==> src/rtl/gb_video_pkg.sv <==
// rtl/gb_video_pkg.sv - shared GameBoy video constants and arbiter FSM encoding
package gb_video_pkg;

    localparam int GB_W   = 160;
    localparam int GB_H   = 144;
    localparam int GB_WPL = 40;
    localparam int FB_AW  = 13;

    localparam logic [1:0] ST_IDLE  = 2'd0;
    localparam logic [1:0] ST_FETCH = 2'd1;
    localparam logic [1:0] ST_DRAIN = 2'd2;

endpackage

==> src/rtl/gb_line_buffer.sv <==
// rtl/gb_line_buffer.sv - ping-pong line buffer: fill-bank write port, registered pixel read
module gb_line_buffer #(
    parameter int WPL = 40,
    parameter int WW  = 6
) (
    input  logic          clk,
    input  logic          reset,
    input  logic          we_i,
    input  logic [WW-1:0] waddr_i,
    input  logic [7:0]    wdata_i,
    input  logic          swap_i,
    input  logic [7:0]    rd_x_i,
    output logic [1:0]    rd_pix_o,
    output logic          disp_bank_o
);

    logic [7:0] buf_q [2][WPL];
    logic       bank_q;
    logic [1:0] pix_q;
    logic [1:0] pix_d;
    logic [7:0] rd_byte;

    // Four 2-bit pixels per byte, pixel 0 in the low bits; off-screen x reads as 0.
    always_comb begin
        pix_d   = '0;
        rd_byte = '0;
        if (rd_x_i < 8'(WPL * 4)) begin
            rd_byte = buf_q[bank_q][rd_x_i[7:2]];
            pix_d   = rd_byte[{rd_x_i[1:0], 1'b0} +: 2];
        end
    end

    always_ff @(posedge clk or posedge reset) begin
        if (reset) begin
            for (int b = 0; b < 2; b++) begin
                for (int i = 0; i < WPL; i++) begin
                    buf_q[b][i] <= '0;
                end
            end
            bank_q <= 1'b0;
            pix_q  <= '0;
        end else begin
            if (we_i) begin
                buf_q[~bank_q][waddr_i] <= wdata_i;
            end
            if (swap_i) begin
                bank_q <= ~bank_q;
            end
            pix_q <= pix_d;
        end
    end

    assign rd_pix_o    = pix_q;
    assign disp_bank_o = bank_q;

endmodule

==> src/rtl/gb_fb_arbiter.sv <==
// rtl/gb_fb_arbiter.sv - framebuffer RAM arbiter: scanout line prefetch with PPU write fill-in
module gb_fb_arbiter
    import gb_video_pkg::*;
#(
    parameter int WPL     = GB_WPL,
    parameter int LINES   = GB_H,
    parameter int AW      = FB_AW,
    parameter int MEM_LAT = 1
) (
    input  logic          clk,
    input  logic          reset,
    input  logic          wr_valid,
    output logic          wr_ready,
    input  logic [AW-1:0] wr_addr,
    input  logic [7:0]    wr_data,
    input  logic          line_req,
    input  logic [7:0]    line_y,
    input  logic [7:0]    rd_x,
    output logic [1:0]    rd_pix,
    output logic          disp_bank,
    output logic          busy,
    output logic          err_overrun,
    output logic [AW-1:0] mem_addr,
    output logic          mem_we,
    output logic [7:0]    mem_wdata,
    input  logic [7:0]    mem_rdata
);

    localparam int WW = $clog2(WPL);

    logic [1:0]    state_q, state_d;
    logic          pend_q, pend_d;
    logic [7:0]    pend_y_q, pend_y_d;
    logic [AW-1:0] base_q, base_d;
    logic [WW-1:0] w_q, w_d;
    logic [1:0]    drn_q, drn_d;
    logic          err_q, err_d;
    logic          swap;
    logic          req_ok;
    logic [7:0]    launch_y;
    logic          wr_go;

    logic [MEM_LAT-1:0] ret_v_q;
    logic [WW-1:0]      ret_w_q [MEM_LAT];

    assign req_ok = line_req && (line_y < 8'(LINES));

    always_comb begin
        state_d  = state_q;
        pend_d   = pend_q;
        pend_y_d = pend_y_q;
        base_d   = base_q;
        w_d      = w_q;
        drn_d    = drn_q;
        err_d    = err_q;
        swap     = 1'b0;
        launch_y = pend_y_q;

        if (req_ok) begin
            pend_d   = 1'b1;
            pend_y_d = line_y;
            if (pend_q) begin
                err_d = 1'b1;
            end
        end

        case (state_q)
            ST_IDLE: begin
                // A request landing on the launch edge overwrites the pending line before it is used.
                if (pend_q) begin
                    launch_y = req_ok ? line_y : pend_y_q;
                    base_d   = (AW'(launch_y) << 5) + (AW'(launch_y) << 3);
                    pend_d   = 1'b0;
                    w_d      = '0;
                    state_d  = ST_FETCH;
                end
            end
            ST_FETCH: begin
                w_d = w_q + 1'b1;
                if (w_q == WW'(WPL - 1)) begin
                    drn_d   = '0;
                    state_d = ST_DRAIN;
                end
            end
            ST_DRAIN: begin
                if (drn_q == 2'(MEM_LAT - 1)) begin
                    swap    = 1'b1;
                    state_d = ST_IDLE;
                end else begin
                    drn_d = drn_q + 1'b1;
                end
            end
            default: state_d = ST_IDLE;
        endcase
    end

    always_ff @(posedge clk or posedge reset) begin
        if (reset) begin
            state_q  <= ST_IDLE;
            pend_q   <= 1'b0;
            pend_y_q <= '0;
            base_q   <= '0;
            w_q      <= '0;
            drn_q    <= '0;
            err_q    <= 1'b0;
        end else begin
            state_q  <= state_d;
            pend_q   <= pend_d;
            pend_y_q <= pend_y_d;
            base_q   <= base_d;
            w_q      <= w_d;
            drn_q    <= drn_d;
            err_q    <= err_d;
        end
    end

    // Word index travels alongside the RAM read so returning data lands in the right slot.
    always_ff @(posedge clk or posedge reset) begin
        if (reset) begin
            ret_v_q <= '0;
            for (int i = 0; i < MEM_LAT; i++) begin
                ret_w_q[i] <= '0;
            end
        end else begin
            ret_v_q[0] <= (state_q == ST_FETCH);
            ret_w_q[0] <= w_q;
            for (int i = 1; i < MEM_LAT; i++) begin
                ret_v_q[i] <= ret_v_q[i-1];
                ret_w_q[i] <= ret_w_q[i-1];
            end
        end
    end

    assign wr_ready = !reset && (state_q == ST_IDLE) && !pend_q && !line_req;
    assign wr_go    = wr_valid && wr_ready;

    assign mem_addr    = (state_q == ST_FETCH) ? (base_q + AW'(w_q)) : (wr_go ? wr_addr : '0);
    assign mem_we      = wr_go;
    assign mem_wdata   = wr_go ? wr_data : '0;
    assign busy        = pend_q || (state_q != ST_IDLE);
    assign err_overrun = err_q;

    gb_line_buffer #(
        .WPL (WPL),
        .WW  (WW)
    ) u_line_buffer (
        .clk         (clk),
        .reset       (reset),
        .we_i        (ret_v_q[MEM_LAT-1]),
        .waddr_i     (ret_w_q[MEM_LAT-1]),
        .wdata_i     (mem_rdata),
        .swap_i      (swap),
        .rd_x_i      (rd_x),
        .rd_pix_o    (rd_pix),
        .disp_bank_o (disp_bank)
    );

endmodule

==> config.mk <==
export PLATFORM = sky130hd
export DESIGN_NAME = gb_fb_arbiter
export DESIGN_NICKNAME = d
export VERILOG_FILES = /design/src/rtl/gb_video_pkg.sv /design/src/rtl/gb_line_buffer.sv /design/src/rtl/gb_fb_arbiter.sv
export SDC_FILE = /design/constraint.sdc
export NUM_CORES = 1
export LEC_CHECK = 0
export CORE_MARGIN = 1
export CORE_UTILIZATION = 58
export CTS_BUF_LIST = sky130_fd_sc_hd__clkbuf_4
export CTS_CLUSTER_DIAMETER = 30
export CTS_CLUSTER_SIZE = 20
export DETAILED_ROUTE_END_ITERATION = 8
export MAX_ROUTING_LAYER = met4
export PLACE_DENSITY = 0.78
export SLEW_MARGIN = 20
export SYNTH_ARGS = -nofsm -noshare
export SYNTH_HDL_FRONTEND = slang
export SYNTH_SLANG_ARGS = --single-unit
==> constraint.sdc <==
create_clock -name clk -period 23.1 [get_ports clk]
set_clock_uncertainty 0.2 [all_clocks]
set_input_delay 4.62 -clock clk [delete_from_list [all_inputs] [get_ports clk]]
set_output_delay 4.62 -clock clk [all_outputs]
set_load 0.05 [all_outputs]
==> impl_results.md, run 1 <==
- Status: finished clean
- Net Sw Frac: 27.3%
- Clk pwr share: 39.5%
- RSZ-0062 raised after global routing: false
- Max Fclk: 80.0 MHz
- Tcrit/Tclk final: 54.1%
- Worst-skew pair later-pin latency: 1000 ps
- Switch Pwr: 691 uW
- Setup Fix Bufs, Post-CTS: 0
- CTS tree: built
- Die W: 236 microns
- Hold/Removal Path Class: reg2reg
- WS Path Type: in2out
- Cell variety after synth: 66
- Die Y-Extent: 236 microns
- Tot GR Track Use: 29.4%
- Clock transition at path regs: 70 ps
- Data required, critical path: 18280 ps
- PD cells: 72.5 nW/um^2
- Min Clock Period, post-route: 12500 ps
- NumNets Final: 2328
- Comb pwr share: 10.4%
- Die Footprint: 55500 sq um
- Syn Nets: 2246
- Yosys reg bits: 680
- Placer Congestion: 0.897
- Clock buffer count from CTS: 137
- Worst-Margin Slew: 1080 ps
- WL/cell: 24.6 microns
- Initial DRT Pass Iterations: 5
- Core area: 53800 sq um
- P&R area growth vs syn: 10.2%
- Max cap viols: 0
- P_leak: 0.0155 uW
- Count leader, synth: dfrtp_1
- Residual antenna-violating net count after detailed routing: 0
- Hpwl dp: 47200 microns
- Setup crit end kind: output pin
- Grt total ovfl: 0
- Initial Util: 58.8%
- Synthesized area per cell: 14.5 sq um
- Synth area leader: dfrtp_1
- Deepest clock path buffer count: 3
- Mapped Cells: 2185
- Vias in the first global route: 20700
- Routed vias: 19600
- DRT Wirelength: 75800 microns
- Share of cells above drive strength 1: 44.2%
- Peak VDD IR: 0.0545 mV
- Io pins: 77
- Mapped Area: 31600 sq um
- Final Util: 64.8%
- Drc violations: 0
- Ys Warns: 0
- Initial DRC count: 1411
- CTS sink count: 680
- Fillcell total: 3816
- Crit-path max FO: 14
- Primary FF master, synth: dfrtp_1
- Slew margin rel.: 27.6%
- Reg power frac: 50.2%
- Synth top area cells: dfrtp_1 54%, mux2_2 23%, mux4_2 9.6%, mux2i_1 2.9%, clkbuf_1 1.3%
- Post-synth top cells: 680 x dfrtp_1, 643 x mux2_2, 135 x mux4_2, 107 x clkbuf_1, 104 x nand2_1
- Largest net degree at the start of global routing: 191
- Hold-fix buffers, CTS: 0
- Post-synthesis sequential area ratio: 53.8%
- TNS Setup: 0 ps
- Vias per inst: 6.35
- Root buf cell: clkbuf_4
- First-pass GRT wire length: 121000 microns
- Final hold vios: 0
- Post-synth EDFFs: 0
- Setup violations, final: 0
- Port buffer count: 76
- Async SR Flop Fraction: 100%
- Fin. max-slew vios: 0
- Initial antenna violation count: 3
- Critical path arrival: 7680 ps
- Row count: 85
- H-tree levels: 4
- Post_cts resized: 0
- Critical path launch point type: input pin
- Internal cell power: 1840 uW
- Synth top area share: 53.8%
==> registers in the layout, indices dropped and copies added, names as in the netlist <==
| signal | count |
|---|---|
| u_line_buffer.buf_q | 640 |
| base_q | 10 |
| pend_y_q | 8 |
| ret_w_q | 6 |
| w_q | 6 |
| drn_q | 2 |
| state_q | 2 |
| u_line_buffer.rd_pix_o | 2 |
| err_overrun | 1 |
| pend_q | 1 |
| ret_v_q | 1 |
| u_line_buffer.disp_bank_o | 1 |
==> power by group through the flow <==
stage | Clock [uW] | Combinational, uW | Sequential (uW)
global placement | 0 | 255 | 1290
floorplan | 0 | 184 | 1290
finish | 999 | 262 | 1270
CTS | 1020 | 262 | 1270
detailed placement | 0 | 261 | 1290
global route | 1080 | 281 | 1270
==> through the flow <==
step | std cells | cell area, sq um | hold WS, ps | power (uW) | worst slack [ps]
CTS | 3072 | 34800 | 285 | 2550 | 10690
global route | 3078 | 34900 | 307 | 2640 | 10430
finish | 3078 | 34900 | 279 | 2530 | 10600
detailed placement | 2823 | 32800 | 270 | 1550 | 10690
floorplan | 2185 | 31600 | 210 | 1470 | 8980
global placement | 2823 | 32800 | 261 | 1540 | 10910
==> worst max-delay path, cell delays in order <==
cell	delay [ps]
clkdlybuf4s50_1	470
nor3_1	840
and2_0	680
nand2_1	140
o21ai_0	110
clkdlybuf4s50_1	830
==> layout by cell type (no fill, tap or decap), drive strengths merged, types with 13 or more instances in the layout <==
master and instances:
dfrtp 680, mux2 646, clkbuf 154, mux4 135
nand2 104, mux2i 91, nor2 80, clkdlybuf4s50 66
clkinv 54, o21ai 43, buf 37, inv 27
a221oi 23, a21oi 22, clkinvlp 20, and3 14
a22oi 13, bufinv 13
==> final timing paths <==
kind | from | endpoint | slack (ps) | cells past startpoint
setup reg to reg | u_line_buffer.disp_bank_o$_DFFE_PP0P_ | u_line_buffer.rd_pix_o[1]$_DFF_PP0_ | 18710 | 9
min in group asynchronous | reset | pend_y_q[1]$_DFF_PP0_ | 3870 | 3
max in group asynchronous | reset | u_line_buffer.buf_q[608]$_DFFE_PP0P_ | 15430 | 7
hold / removal | drn_q[0]$_DFFE_PP0P_ | drn_q[0]$_DFFE_PP0P_ | 280 | 1
hold reg to reg | drn_q[0]$_DFFE_PP0P_ | drn_q[0]$_DFFE_PP0P_ | 280 | 1
setup / recovery | line_req | mem_addr[5] | 10600 | 6
==> metal layers <==
layer / wire length, microns / global-route usage (%) / share of wire [%] / vias up
met5: 0 / - / 0 / -
met3: 4740 / 4.92 / 6.3 / 141
li1: - / - / - / 8377
met2: 36700 / 45.4 / 48 / 658
met1: 32200 / 39.1 / 42 / 10400
met4: 2110 / 11.6 / 2.8 / 0
==> kinds of logic (layout without fill, tap and decap cells) <==
group           Yosys count  after routing  synth area share [%]
compound gates          156            156                  3.44
xor+xnor                 18             18                 0.498
fa+ha+maj                12             12                 0.522
buf+inv                 179            371                  2.36
flops                   680            680                  53.8
mux                     872            872                  35.5
other cells               0              5                     0
simple gates            268            268                  3.88
==> layout make-up <==
class                           count  area [sq um]  share of cell area (%)
Inverter                           18          71.3                   0.205
Timing Repair Buffer              104           991                    2.84
Antenna cell                        5          12.5                  0.0359
Tap cell                          696           871                    2.50
Sequential cell                   680         17000                    48.8
Clock inverter                     96           887                    2.54
Clock buffer                      153          1150                    3.29
Multi-Input combinational cell   1326         13900                    39.8
(Power assumes the default switching activity.)
==> inputs of run 2 (changes only) <==
- clock period: 23.1 -> 10.9 ns (I/O delays scaled with it)
==> impl_results.md, run 2 (synthesis gave the netlist of run 1 again) <==
- Tcrit/Tclk final: 69.7%
- Setup Fix Bufs, Post-CTS: 0
- Fillcell total: 3808
- Critical path launch point type: input pin
- NumNets Final: 2326
- R2R depth: 8
- Max reg flops: 640
- Data required, critical path: 8520 ps
- Die Footprint: 55500 sq um
- DRT Wirelength: 77400 microns
- Share of cells above drive strength 1: 44.2%
- CTS tree: built
- Initial DRC count: 1589
- Vias per inst: 6.40
- Final hold vios: 0
- Min Clock Period, post-route: 7600 ps
- Port buffer count: 76
- Largest net degree at the start of global routing: 190
- Slew margin rel.: 22.0%
- RSZ-0062 raised after global routing: false
- Initial DRT Pass Iterations: 7
- Placer Congestion: 0.853
- Hold wc startpoint: err_overrun$_DFFE_PP0P_
- Cell Count, Final, Fillers Out: 3073
- Hold/Removal Path Class: reg2reg
- Tot GR Track Use: 29.9%
- H-tree levels: 4
- Most frequent cells in the layout: 679 x dfrtp_1, 643 x mux2_2, 155 x clkbuf_4, 135 x mux4_2, 104 x nand2_1
- Most common cell after layout, fill and taps aside: dfrtp_1
- Peak VDD IR: 0.122 mV
- Residual antenna-violating net count after detailed routing: 0
- First-pass GRT wire length: 123000 microns
- Row count: 85
- WS Path Type: in2out
- Worst hold slack: 285 ps
- Deepest clock path buffer count: 3
- WHS Endpoint: err_overrun$_DFFE_PP0P_
- Worst-skew pair later-pin latency: 1010 ps
- Die Y-Extent: 236 microns
- Die W: 236 microns
- Reg-to-reg slack, setup: 6610 ps
- Reg area: 17000 sq um
- Area taken by multi-input logic gates: 13900 sq um
- Initial antenna violation count: 2
- P&R area growth vs syn: 10.7%
- P_leak: 0.0156 uW
- Worst R2R Start: u_line_buffer.disp_bank_o$_DFFE_PP0P_
- Root buf cell: clkbuf_4
- Routed vias: 19700
- Vias in the first global route: 20700
- Io pins: 77
- Worst r2r dst: u_line_buffer.rd_pix_o[1]$_DFF_PP0_
- Core area: 53800 sq um
- Placed cells: 2822
- TNS Setup: 0 ps
- Setup crit end kind: output pin
- Clock transition at path regs: 80 ps
- Max cap viols: 0
- Reg with most FFs: u_line_buffer.buf_q
- Post_cts resized: 0
- Grt total ovfl: 0
- Fin area: 35000 sq um
- WL/cell: 25.2 microns
- Clock buffer count from CTS: 135
- Drc violations: 0
- Hpwl dp: 47900 microns
- Worst-Margin Slew: 1160 ps
- PD cells: 157 nW/um^2
- Hold Crit Depth: 1
- CTS sink count: 680
- Hold-fix buffers, CTS: 0
- Initial Util: 58.8%
- Final Util: 65.1%
- Max Fclk: 132 MHz
- Biggest regs: u_line_buffer.buf_q x640, base_q x10, pend_y_q x8
- Crit-path max FO: 14
- Status: finished clean
- Placed Area: 32800 sq um
- Fin. max-slew vios: 0
- Critical path arrival: 5220 ps
- Setup violations, final: 0
[run 2: changes by cell type in the layout (fill, tap and decap cells not counted), sizes merged]
cell      change
bufinv        +8
clkinvlp      -8
clkinv        -4
clkbuf        +2
diode         -2
inv           -1
[run 2: area by class of cell]
class,count,area share [%]
sequential,680,48.6
multi-input combinational,1326,39.6
clock buffer,155,3.32
timing repair buffer,104,2.91
clock inverter,91,2.87
tap,696,2.49
inverter,18,0.204
antenna,3,0.0214
[run 2: worst max-delay path, cell delays in order]
cell	delay, ps
clkdlybuf4s50_1	470
nor3_1	810
and2_0	660
nand2_1	140
o21ai_0	110
clkdlybuf4s50_1	850
[run 2: layer usage]
layer / up-vias / GRT usage (%) / part of all wire, %
met4: 0 / 11.5 / 3.2
met3: 164 / 6.75 / 6.1
met2: 704 / 45.0 / 48
li1: 8332 / - / -
met1: 10500 / 40.0 / 43
met5: - / - / 0
[run 2: per-stage QoR]
step,setup WS [ps],power [uW]
after floorplan,-782,3110
after global placement,3600,3270
after detailed placement,3430,3290
after CTS,3420,5560
after global routing,3240,5750
final,3300,5520
[run 2: worst max path at each step]
stage	start	end	slack, ps	cells after the start
after CTS	line_req	mem_addr[6]	3420	6
after floorplan	reset	base_q[10]$_DFFE_PP0P_	-780	1
after global placement	line_req	mem_addr[9]	3600	6
after global routing	line_req	mem_addr[6]	3240	6
after detailed placement	line_req	mem_addr[6]	3430	6
final	line_req	mem_addr[6]	3300	6
[run 2: where the power goes]
group,switching [uW],internal (uW)
sequential,63.9,2620
combinational,323,234
clock,1050,1220
